==> src/rtl/wb_merge_unit_pkg.sv <==
// Shared types and constants for the writeback merge unit.
//   XLEN / TRANS_ID_BITS : datapath and scoreboard-id widths
//   exception_t          : exception record carried with every result
//   wb_entry_t           : one buffered writeback {trans_id, result, exception}
//   WB_SRC_*             : source index of each execute-stage functional unit
package wb_merge_unit_pkg;

  localparam int unsigned XLEN          = 32;
  localparam int unsigned TRANS_ID_BITS = 4;
  localparam int unsigned NR_WB_PORTS   = 2;
  localparam int unsigned WB_NR_SRC     = 5;

  localparam int unsigned WB_SRC_FLU    = 0;
  localparam int unsigned WB_SRC_LOAD   = 1;
  localparam int unsigned WB_SRC_STORE  = 2;
  localparam int unsigned WB_SRC_FPU    = 3;
  localparam int unsigned WB_SRC_CVXIF  = 4;

  typedef struct packed {
    logic [XLEN-1:0] cause;
    logic [XLEN-1:0] tval;
    logic            valid;
  } exception_t;

  typedef struct packed {
    logic [TRANS_ID_BITS-1:0] trans_id;
    logic [XLEN-1:0]          result;
    exception_t               ex;
  } wb_entry_t;

  // Width of an index into n items; never below one bit.
  function automatic int unsigned idx_width(input int unsigned n);
    return (n > 32'd1) ? $clog2(n) : 32'd1;
  endfunction

endpackage

==> src/rtl/wb_rr_select.sv <==
// Round-robin selection of up to NR_WB non-empty sources (combinational).
//   nonempty_i    : per-source "FIFO has an entry"
//   rr_i          : source index where the circular scan starts
//   grant_idx_o   : source index granted to each writeback port
//   grant_valid_o : writeback port carries a grant
//   pop_o         : per-source pop mask (one pop per granted source)
//   rr_next_o     : one past the last granted source, or rr_i if none
module wb_rr_select
  import wb_merge_unit_pkg::*;
#(
  parameter int unsigned NR_SRC = 5,
  parameter int unsigned NR_WB  = 2,
  localparam int unsigned IDX_W = idx_width(NR_SRC),
  localparam int unsigned WB_W  = idx_width(NR_WB)
) (
  input  logic [NR_SRC-1:0]           nonempty_i,
  input  logic [IDX_W-1:0]            rr_i,
  output logic [NR_WB-1:0][IDX_W-1:0] grant_idx_o,
  output logic [NR_WB-1:0]            grant_valid_o,
  output logic [NR_SRC-1:0]           pop_o,
  output logic [IDX_W-1:0]            rr_next_o
);

  // Circular scan from rr_i; the k-th non-empty source found goes to port k.
  always_comb begin : scan_p
    int unsigned cnt;
    int unsigned idx;
    cnt           = 32'd0;
    idx           = 32'd0;
    grant_idx_o   = '0;
    grant_valid_o = '0;
    pop_o         = '0;
    rr_next_o     = rr_i;
    for (int unsigned off = 0; off < NR_SRC; off++) begin
      idx = 32'(rr_i) + off;
      if (idx >= NR_SRC) begin
        idx = idx - NR_SRC;
      end else begin
        idx = idx;
      end
      if (nonempty_i[IDX_W'(idx)] && (cnt < NR_WB)) begin
        grant_idx_o[WB_W'(cnt)]   = IDX_W'(idx);
        grant_valid_o[WB_W'(cnt)] = 1'b1;
        pop_o[IDX_W'(idx)]        = 1'b1;
        rr_next_o = (idx == NR_SRC - 32'd1) ? '0 : IDX_W'(idx + 32'd1);
        cnt = cnt + 32'd1;
      end else begin
        cnt = cnt;
      end
    end
  end

endmodule

==> src/rtl/wb_merge_unit.sv <==
// Writeback merge unit: buffers results from NR_SRC execute-stage sources in
// per-source FIFOs and drains them round-robin onto NR_WB scoreboard ports.
//   clk_i, rst_ni    : clock, asynchronous active-low reset
//   flush_i          : discard all buffered results, restart arbitration at 0
//   src_*_i/o        : per-source valid/ready push interface
//   wb_*_o           : writeback ports (always accepted by the scoreboard)
//   overflow_o       : sticky, a source pushed while its FIFO was full
module wb_merge_unit
  import wb_merge_unit_pkg::*;
#(
  parameter int unsigned NR_SRC = WB_NR_SRC,
  parameter int unsigned NR_WB  = NR_WB_PORTS,
  parameter int unsigned DEPTH  = 2
) (
  input  logic                                   clk_i,
  input  logic                                   rst_ni,
  input  logic                                   flush_i,
  input  logic [NR_SRC-1:0]                      src_valid_i,
  output logic [NR_SRC-1:0]                      src_ready_o,
  input  logic [NR_SRC-1:0][TRANS_ID_BITS-1:0]   src_trans_id_i,
  input  logic [NR_SRC-1:0][XLEN-1:0]            src_result_i,
  input  exception_t [NR_SRC-1:0]                src_exception_i,
  output logic [NR_WB-1:0]                       wb_valid_o,
  output logic [NR_WB-1:0][TRANS_ID_BITS-1:0]    wb_trans_id_o,
  output logic [NR_WB-1:0][XLEN-1:0]             wb_result_o,
  output exception_t [NR_WB-1:0]                 wb_exception_o,
  output logic                                   overflow_o
);

  localparam int unsigned    PTR_W   = $clog2(DEPTH);
  localparam int unsigned    IDX_W   = idx_width(NR_SRC);
  localparam logic [PTR_W:0] PTR_ONE = {{PTR_W{1'b0}}, 1'b1};

  wb_entry_t                   r_mem [NR_SRC][DEPTH];
  logic [NR_SRC-1:0][PTR_W:0]  r_wptr;
  logic [NR_SRC-1:0][PTR_W:0]  r_rptr;
  logic [IDX_W-1:0]            r_rr;
  logic                        r_overflow;

  logic [NR_SRC-1:0]           w_full;
  logic [NR_SRC-1:0]           w_empty;
  logic [NR_SRC-1:0]           w_push;
  logic [NR_SRC-1:0]           w_drop;
  logic [NR_SRC-1:0]           w_pop;
  wb_entry_t                   w_head [NR_SRC];
  logic [NR_WB-1:0][IDX_W-1:0] w_grant_idx;
  logic [NR_WB-1:0]            w_grant_valid;
  logic [IDX_W-1:0]            w_rr_next;

  // FIFO status: the extra wrap bit tells full from empty when indices match.
  always_comb begin
    for (int s = 0; s < NR_SRC; s++) begin
      w_empty[s] = (r_wptr[s] == r_rptr[s]);
      w_full[s]  = (r_wptr[s] == {~r_rptr[s][PTR_W], r_rptr[s][PTR_W-1:0]});
      w_head[s]  = r_mem[s][r_rptr[s][PTR_W-1:0]];
    end
  end

  // Ready only looks at occupancy, so arbitration never feeds back into it.
  assign src_ready_o = ~w_full;
  assign w_push      = src_valid_i & ~w_full & {NR_SRC{~flush_i}};
  assign w_drop      = src_valid_i &  w_full & {NR_SRC{~flush_i}};
  assign overflow_o  = r_overflow;

  wb_rr_select #(
    .NR_SRC (NR_SRC),
    .NR_WB  (NR_WB)
  ) u_rr_select (
    .nonempty_i    (~w_empty),
    .rr_i          (r_rr),
    .grant_idx_o   (w_grant_idx),
    .grant_valid_o (w_grant_valid),
    .pop_o         (w_pop),
    .rr_next_o     (w_rr_next)
  );

  // Writeback ports: granted FIFO heads; idle ports and flush cycles drive 0.
  always_comb begin
    wb_valid_o     = '0;
    wb_trans_id_o  = '0;
    wb_result_o    = '0;
    wb_exception_o = '0;
    for (int k = 0; k < NR_WB; k++) begin
      if (w_grant_valid[k] && !flush_i) begin
        wb_valid_o[k]     = 1'b1;
        wb_trans_id_o[k]  = w_head[w_grant_idx[k]].trans_id;
        wb_result_o[k]    = w_head[w_grant_idx[k]].result;
        wb_exception_o[k] = w_head[w_grant_idx[k]].ex;
      end else begin
        wb_valid_o[k] = 1'b0;
      end
    end
  end

  // Pointers, round-robin start and sticky overflow.
  always_ff @(posedge clk_i or negedge rst_ni) begin
    if (!rst_ni) begin
      r_wptr     <= '0;
      r_rptr     <= '0;
      r_rr       <= '0;
      r_overflow <= 1'b0;
    end else if (flush_i) begin
      r_wptr     <= '0;
      r_rptr     <= '0;
      r_rr       <= '0;
      r_overflow <= r_overflow;
    end else begin
      for (int s = 0; s < NR_SRC; s++) begin
        if (w_push[s]) r_wptr[s] <= r_wptr[s] + PTR_ONE;
        if (w_pop[s])  r_rptr[s] <= r_rptr[s] + PTR_ONE;
      end
      if (|w_grant_valid) r_rr <= w_rr_next;
      if (|w_drop)        r_overflow <= 1'b1;
    end
  end

  // FIFO storage; contents are only observed behind valid pointers.
  always_ff @(posedge clk_i) begin
    for (int s = 0; s < NR_SRC; s++) begin
      if (w_push[s]) begin
        r_mem[s][r_wptr[s][PTR_W-1:0]] <= '{trans_id: src_trans_id_i[s],
                                            result:   src_result_i[s],
                                            ex:       src_exception_i[s]};
      end
    end
  end

endmodule

==> config.mk <==
export PLATFORM = sky130hd
export DESIGN_NAME = wb_merge_unit
export DESIGN_NICKNAME = d
export VERILOG_FILES = /design/src/rtl/wb_merge_unit_pkg.sv /design/src/rtl/wb_rr_select.sv /design/src/rtl/wb_merge_unit.sv
export SDC_FILE = /design/constraint.sdc
export NUM_CORES = 2
export LEC_CHECK = 0
export BUFFER_PORTS_ARGS = -buffer_cell sky130_fd_sc_hd__clkbuf_2
export CAP_MARGIN = 20
export CORE_MARGIN = 2
export CORE_UTILIZATION = 30
export DETAILED_ROUTE_END_ITERATION = 16
export GPL_ROUTABILITY_DRIVEN = 0
export PLACE_DENSITY_LB_ADDON = 0.3
export SYNTH_ARGS = -nofsm -noshare
export SYNTH_HDL_FRONTEND = slang
export SYNTH_SLANG_ARGS = --single-unit
export TNS_END_PERCENT = 5
==> constraint.sdc <==
create_clock -name clk_i -period 12.15 [get_ports clk_i]
set_input_delay 1.8225 -clock clk_i [delete_from_list [all_inputs] [get_ports clk_i]]
set_output_delay 1.8225 -clock clk_i [all_outputs]
set_load 0.01 [all_outputs]
# ---- Word level (Yosys, flattened, before mapping)
# Memory sizes are Yosys's and may differ from the RTL's.
# Index checks and enable logic that the tools add are counted.
dict set report word_totals {
  input_bits 513
  wordCells 305
  memories 1
  ramBits 1010
  ff_bits 24
  mem_bits_ro 0
  latchBits 0
}
dict set report classes {
  reduce_logical 37
  multipliers 0
  eq_ne 15
  shifts 0
  bitwise 32
  div 0
  order_cmp 44
  muxes 137
  addsub 27
}
# name depth word_bits read_ports rd_clocked_by_memory_dff write_ports line_no
set memory_table {}
lappend memory_table {r_mem 5 202 5 0 5 wb_merge_unit.sv:34} ;# wb_entry_t r_mem [NR_SRC][DEPTH];
# op count
set op_table {}
lappend op_table {{two-way mux 101 bit} 24}
lappend op_table {{two-way mux 202 bit} 5}
lappend op_table {{binary-select mux 101 bit (select 3 bit)} 2}
lappend op_table {{demux 101 bit (select 1 bit)} 5}
lappend op_table {{two-way mux 32 bit} 10}
lappend op_table {{equality test 32 x 3 -> 1 bit, second input constant} 5}
lappend op_table {{two-way mux 65 bit} 2}
lappend op_table {{>= comparator 32 x 3 -> 1 bit, second input constant} 4}
lappend op_table {{subtractor 32 x 3 -> 32 bit, second input constant} 4}
lappend op_table {{< comparator 32 x 2 -> 1 bit, second input constant} 3}
lappend op_table {{adder 32 x 1 -> 32 bit, second input constant} 2}
lappend op_table {{two-way mux 3 bit} 17}
lappend op_table {{two-way mux 2 bit} 14}
lappend op_table {{two-way mux 5 bit} 5}
lappend op_table {{bitwise mux 6 bit} 4}
lappend op_table {{two-way mux 6 bit} 4}
lappend op_table {{two-way mux 1 bit} 23}
lappend op_table {{nonzero test 2 bit} 11}
lappend op_table {{adder 2 x 1 -> 2 bit, second input constant} 10}
lappend op_table {{bitwise AND 5 bit} 4}
lappend op_table {{equality test 2 bit} 10}
lappend op_table {{>= comparator 2 bit, second input constant} 10}
lappend op_table {{logical AND 1 bit} 20}
lappend op_table {{< comparator 3 x 4 -> 1 bit, second input constant} 5}
lappend op_table {{other kinds (30)} 89}

# ---- Logic depth before layout (Yosys ltp)
dict set report depth {
  depth_word 25
  ltp_mapped 28
  depth_no_buf 20
}

# ---- Cells and area by module
# Synthesis repeated with hierarchy kept, for this count alone.
dict set report hier_totals {
  cells_unflattened 2602
  area_unflattened_um2 46116.7
}
# mod n_inst area_per_inst_um2 cells_per_inst seq_area_each_um2
set modules_own_cells {}
lappend modules_own_cells {wb_merge_unit 1 43411.6 2217 30929.7}
lappend modules_own_cells {wb_rr_select 1 2705.1 385 0.0}

# ---- Least setup slack after synthesis
# Ideal clock, no wire load.
dict set report synth_path {
  path_kind {input to register}
  from {input flush_i}
  to {memory r_mem[0][808] (netlist name) (enable)}
  required_ns 11.445
  slack_ns 1.827
  t_arrival_ns 9.618
  stages 3
  cell_sequence {clkbuf_1 buf_1 nor3b_1}
}
# item line_no
set synth_rtl {}
lappend synth_rtl {{start, declared} wb_merge_unit.sv:17} ;# input logic flush_i,
lappend synth_rtl {{end, declared} wb_merge_unit.sv:34}

==> summary.log <==
qor: yosys.ys_ff_latch 1034
qor: clock_tree.num_cts_buffers 117
qor: setup_path.cp-end-kind primary output
qor: sta.hold_viol 0
qor: yosys.netlist.area_leader.share 64.33%
qor: floorplanning.chipHeight 400.4 µm
qor: routing.first_pass_iteration_count_of_the_detailed_router 8
qor: finish.layout.cells.most_common sky130_fd_sc_hd__edfxtp_1
qor: sta.final-setup-viol-count 0
qor: routing.drt_iter0_markers 3294
qor: yosys.synth.distinct_cells 79
qor: placement.dp.final_hpwl 115.9 mm
qor: sta.skew 0.04567 ns
qor: clock_tree.worst_case_clock_buffer_depth 3
qor: sta.layout_min_cycle_time 10.96 ns
qor: grt.number_of_global_route_vias_before_repair 32480
qor: hold_path.worstHoldPathType flip-flop to flip-flop
qor: finish.multi_input_area 15040 µm²
qor: floorplanning.die_w 400.4 µm
qor: finish.seqCellArea 30950 µm²
qor: yosys.post_synth_top_area_cell sky130_fd_sc_hd__edfxtp_1
qor: clock_tree.cts_resized 0
qor: routing.postRouteWirelength 172.9 mm
qor: floorplanning.ios 723
qor: flow_run.maxCapViolations 0
qor: floorplanning.initial_utilization 30.18%
qor: sta.layout_worst_path_cycle_share 90.17%
qor: routing.remaining_drc_errors 0
qor: setup_path.crit_required 10.33 ns
qor: routing.vias 33610
qor: grt.gr-total-overflow 0
qor: floorplanning.design.core.area 156200 µm²
qor: routing.routed_wire_length_per_instance 28.02 µm
qor: setup_path.path_class flip-flop to primary output
qor: yosys.netlist_instances 3309
qor: clock_tree.cts.sink_count 1034
qor: yosys.yosys_warnings 0
qor: setup_path.worst-path-max-fanout 36
qor: placement.port-buffer-count 722
qor: finish.signed_area_change_from_the_synthesized_netlist_to_the_final_layout 21.10%
qor: sta.grt_setup_unrepaired false
qor: routing.drt-vias-per-instance 5.446
qor: yosys.synth.area.top_cells sky130_fd_sc_hd__edfxtp_1, sky130_fd_sc_hd__mux2i_1, sky130_fd_sc_hd__o211ai_1, sky130_fd_sc_hd__mux2_2, sky130_fd_sc_hd__o21ai_0
qor: sta.worst_slew_margin_rel 25.29%
qor: yosys.postSynth.topFlopCell sky130_fd_sc_hd__edfxtp_1
qor: grt.grtUsageTotal 20.81%
qor: finish.post_route_cells_drive_above_1_share 29.55%
qor: floorplanning.row_count 145
qor: clock_tree.clk_pin_slew_worst_paths 0.06 ns
qor: yosys.synth_enable_flop_cells 1010
qor: yosys.synth_async_sr_flop_share 2.321%
qor: finish.mostFrequentLayoutCells sky130_fd_sc_hd__edfxtp_1, sky130_fd_sc_hd__clkbuf_2, sky130_fd_sc_hd__o211ai_1, sky130_fd_sc_hd__mux2i_1, sky130_fd_sc_hd__o21ai_0
qor: clock_tree.worst_skew_pair_latency 0.76 ns
qor: routing.postRouteAntennaNets 0
qor: setup_path.arrival 9.13 ns
qor: yosys.syn_area 47140 µm²
qor: grt.grt_pass1_wl 241.8 mm
qor: finish.final_nets 4512
qor: clock_tree.cts_htree_levels 3
qor: finish.num-fill-cells 15010
qor: clock_tree.cts_hold_buf 0
qor: sta.slew_violations 0
qor: clock_tree.cts_tree built
qor: sta.maxClockFrequency 0.09128 GHz
qor: yosys.mappedNetlistNets 3855
qor: sta.timing.setup.tns 0 ns
qor: grt.antenna_found_initial 64
qor: clock_tree.clockRootBuffer sky130_fd_sc_hd__clkbuf_16
qor: status.status finished, final reports clean
qor: setup_path.worst_setup_path_start_kind flip-flop
qor: floorplanning.floorplan.die_area 160300 µm²
qor: yosys.syn_area_per_cell 14.25 µm²
qor: grt.maximum_number_of_pins_on_one_net_before_global_route_repair 116
qor: sta.tightest_slew 1.121 ns
qor: yosys.yosysSeqAreaShare 65.61%
qor: clock_tree.post-cts-setup-buffers 0
==> registers in the layout (all words and copies together), names as in the netlist <==
register,cells
r_rptr,10
r_mem,1010
r_rr,3
overflow_o,1
r_wptr,10
==> worst paths after layout <==
kind / startpoint / end / slack [ns] / cells past startpoint
setup / recovery: r_rr[0] / wb_result_o[3] / 1.19 / 21
hold / removal: overflow_o / overflow_o / 0.48 / 1
hold reg to reg: overflow_o / overflow_o / 0.48 / 1
setup reg to reg: r_rr[0] / r_rptr[7] / 5.09 / 19
max in group asynchronous: rst_ni / r_rptr[8] / 10.43 / 1
min in group asynchronous: rst_ni / r_rptr[5] / 1.13 / 1
==> final cells by class <==
type,instances,share of cell area [%]
clock inverter,85,1.560
multi-input combinational,1986,26.34
sequential,1034,54.21
inverter,25,0.1644
tap,2058,4.510
antenna,49,0.2148
clock buffer,132,5.227
timing repair buffer,802,7.767
==> critical path, cell delays in order (launching register included) <==
cell and delay, ns:
sky130_fd_sc_hd__dfrtp_1 0.32, sky130_fd_sc_hd__buf_4 0.31, sky130_fd_sc_hd__inv_1 0.32, sky130_fd_sc_hd__ha_1 0.72, sky130_fd_sc_hd__nand2b_1 0.10, sky130_fd_sc_hd__o32ai_1 0.57
sky130_fd_sc_hd__nor3b_1 0.15, sky130_fd_sc_hd__o32ai_2 0.58, sky130_fd_sc_hd__inv_1 0.24, sky130_fd_sc_hd__ha_1 0.34, sky130_fd_sc_hd__nand2b_1 0.33, sky130_fd_sc_hd__inv_2 0.15
sky130_fd_sc_hd__fa_1 0.54, sky130_fd_sc_hd__ha_1 0.33, sky130_fd_sc_hd__or4_1 0.68, sky130_fd_sc_hd__o22ai_1 0.22, sky130_fd_sc_hd__a211o_1 0.15, sky130_fd_sc_hd__and2_4 0.52
sky130_fd_sc_hd__nand2b_4 0.70, sky130_fd_sc_hd__buf_4 0.59, sky130_fd_sc_hd__o211ai_1 0.28, sky130_fd_sc_hd__clkbuf_2 0.19
==> logic make-up after synthesis <==
logic type	share of synthesized area, %
AOI/OAI and AO/OA	13.10
xor gates and xnor gates	0.7750
adders and majority gates	0.9077
muxes	12.31
and+or+nand+nor	4.504
DFF	65.61
buffers and inverters	2.795
==> per-layer routing <==
metal / wire length [µm] / vias up / global-route usage (%)
li1: - / 14600 / -
met1: 68850 / 17050 / 25.89
met2: 84250 / 1576 / 34.61
met3: 12680 / 348 / 4.446
met4: 6910 / 32 / 9.536
met5: 212 / - / 0
==> synth_stat cells (all sizes together), types with 38 or more instances <==
cell     number
o2111ai      63
clkbuf      138
edfxtp     1010
mux2i       388
nor2         50
o21ai       258
buf         126
o221ai       38
nand2       250
mux2        169
nand3        94
o211ai      403
==> metrics by stage <==
step                setup WS [ns]  std cells  hold slack [ns]  util [%]  cell area (µm²)
CTS                         1.287       6121           0.4827     36.46            56950
global route               0.8143       6164           0.5276     36.54            57070
global placement            2.275       5903           0.4678     33.96            53040
floorplan                   1.827       3309           0.5134         -            47140
detailed placement          2.133       5904           0.4644     33.97            53070
finish                      1.195       6171           0.4795     36.55            57090
Power is left out: the tool's default activity adds up to more than one toggle a clock period on the data nets, which glitch-free logic cannot reach.
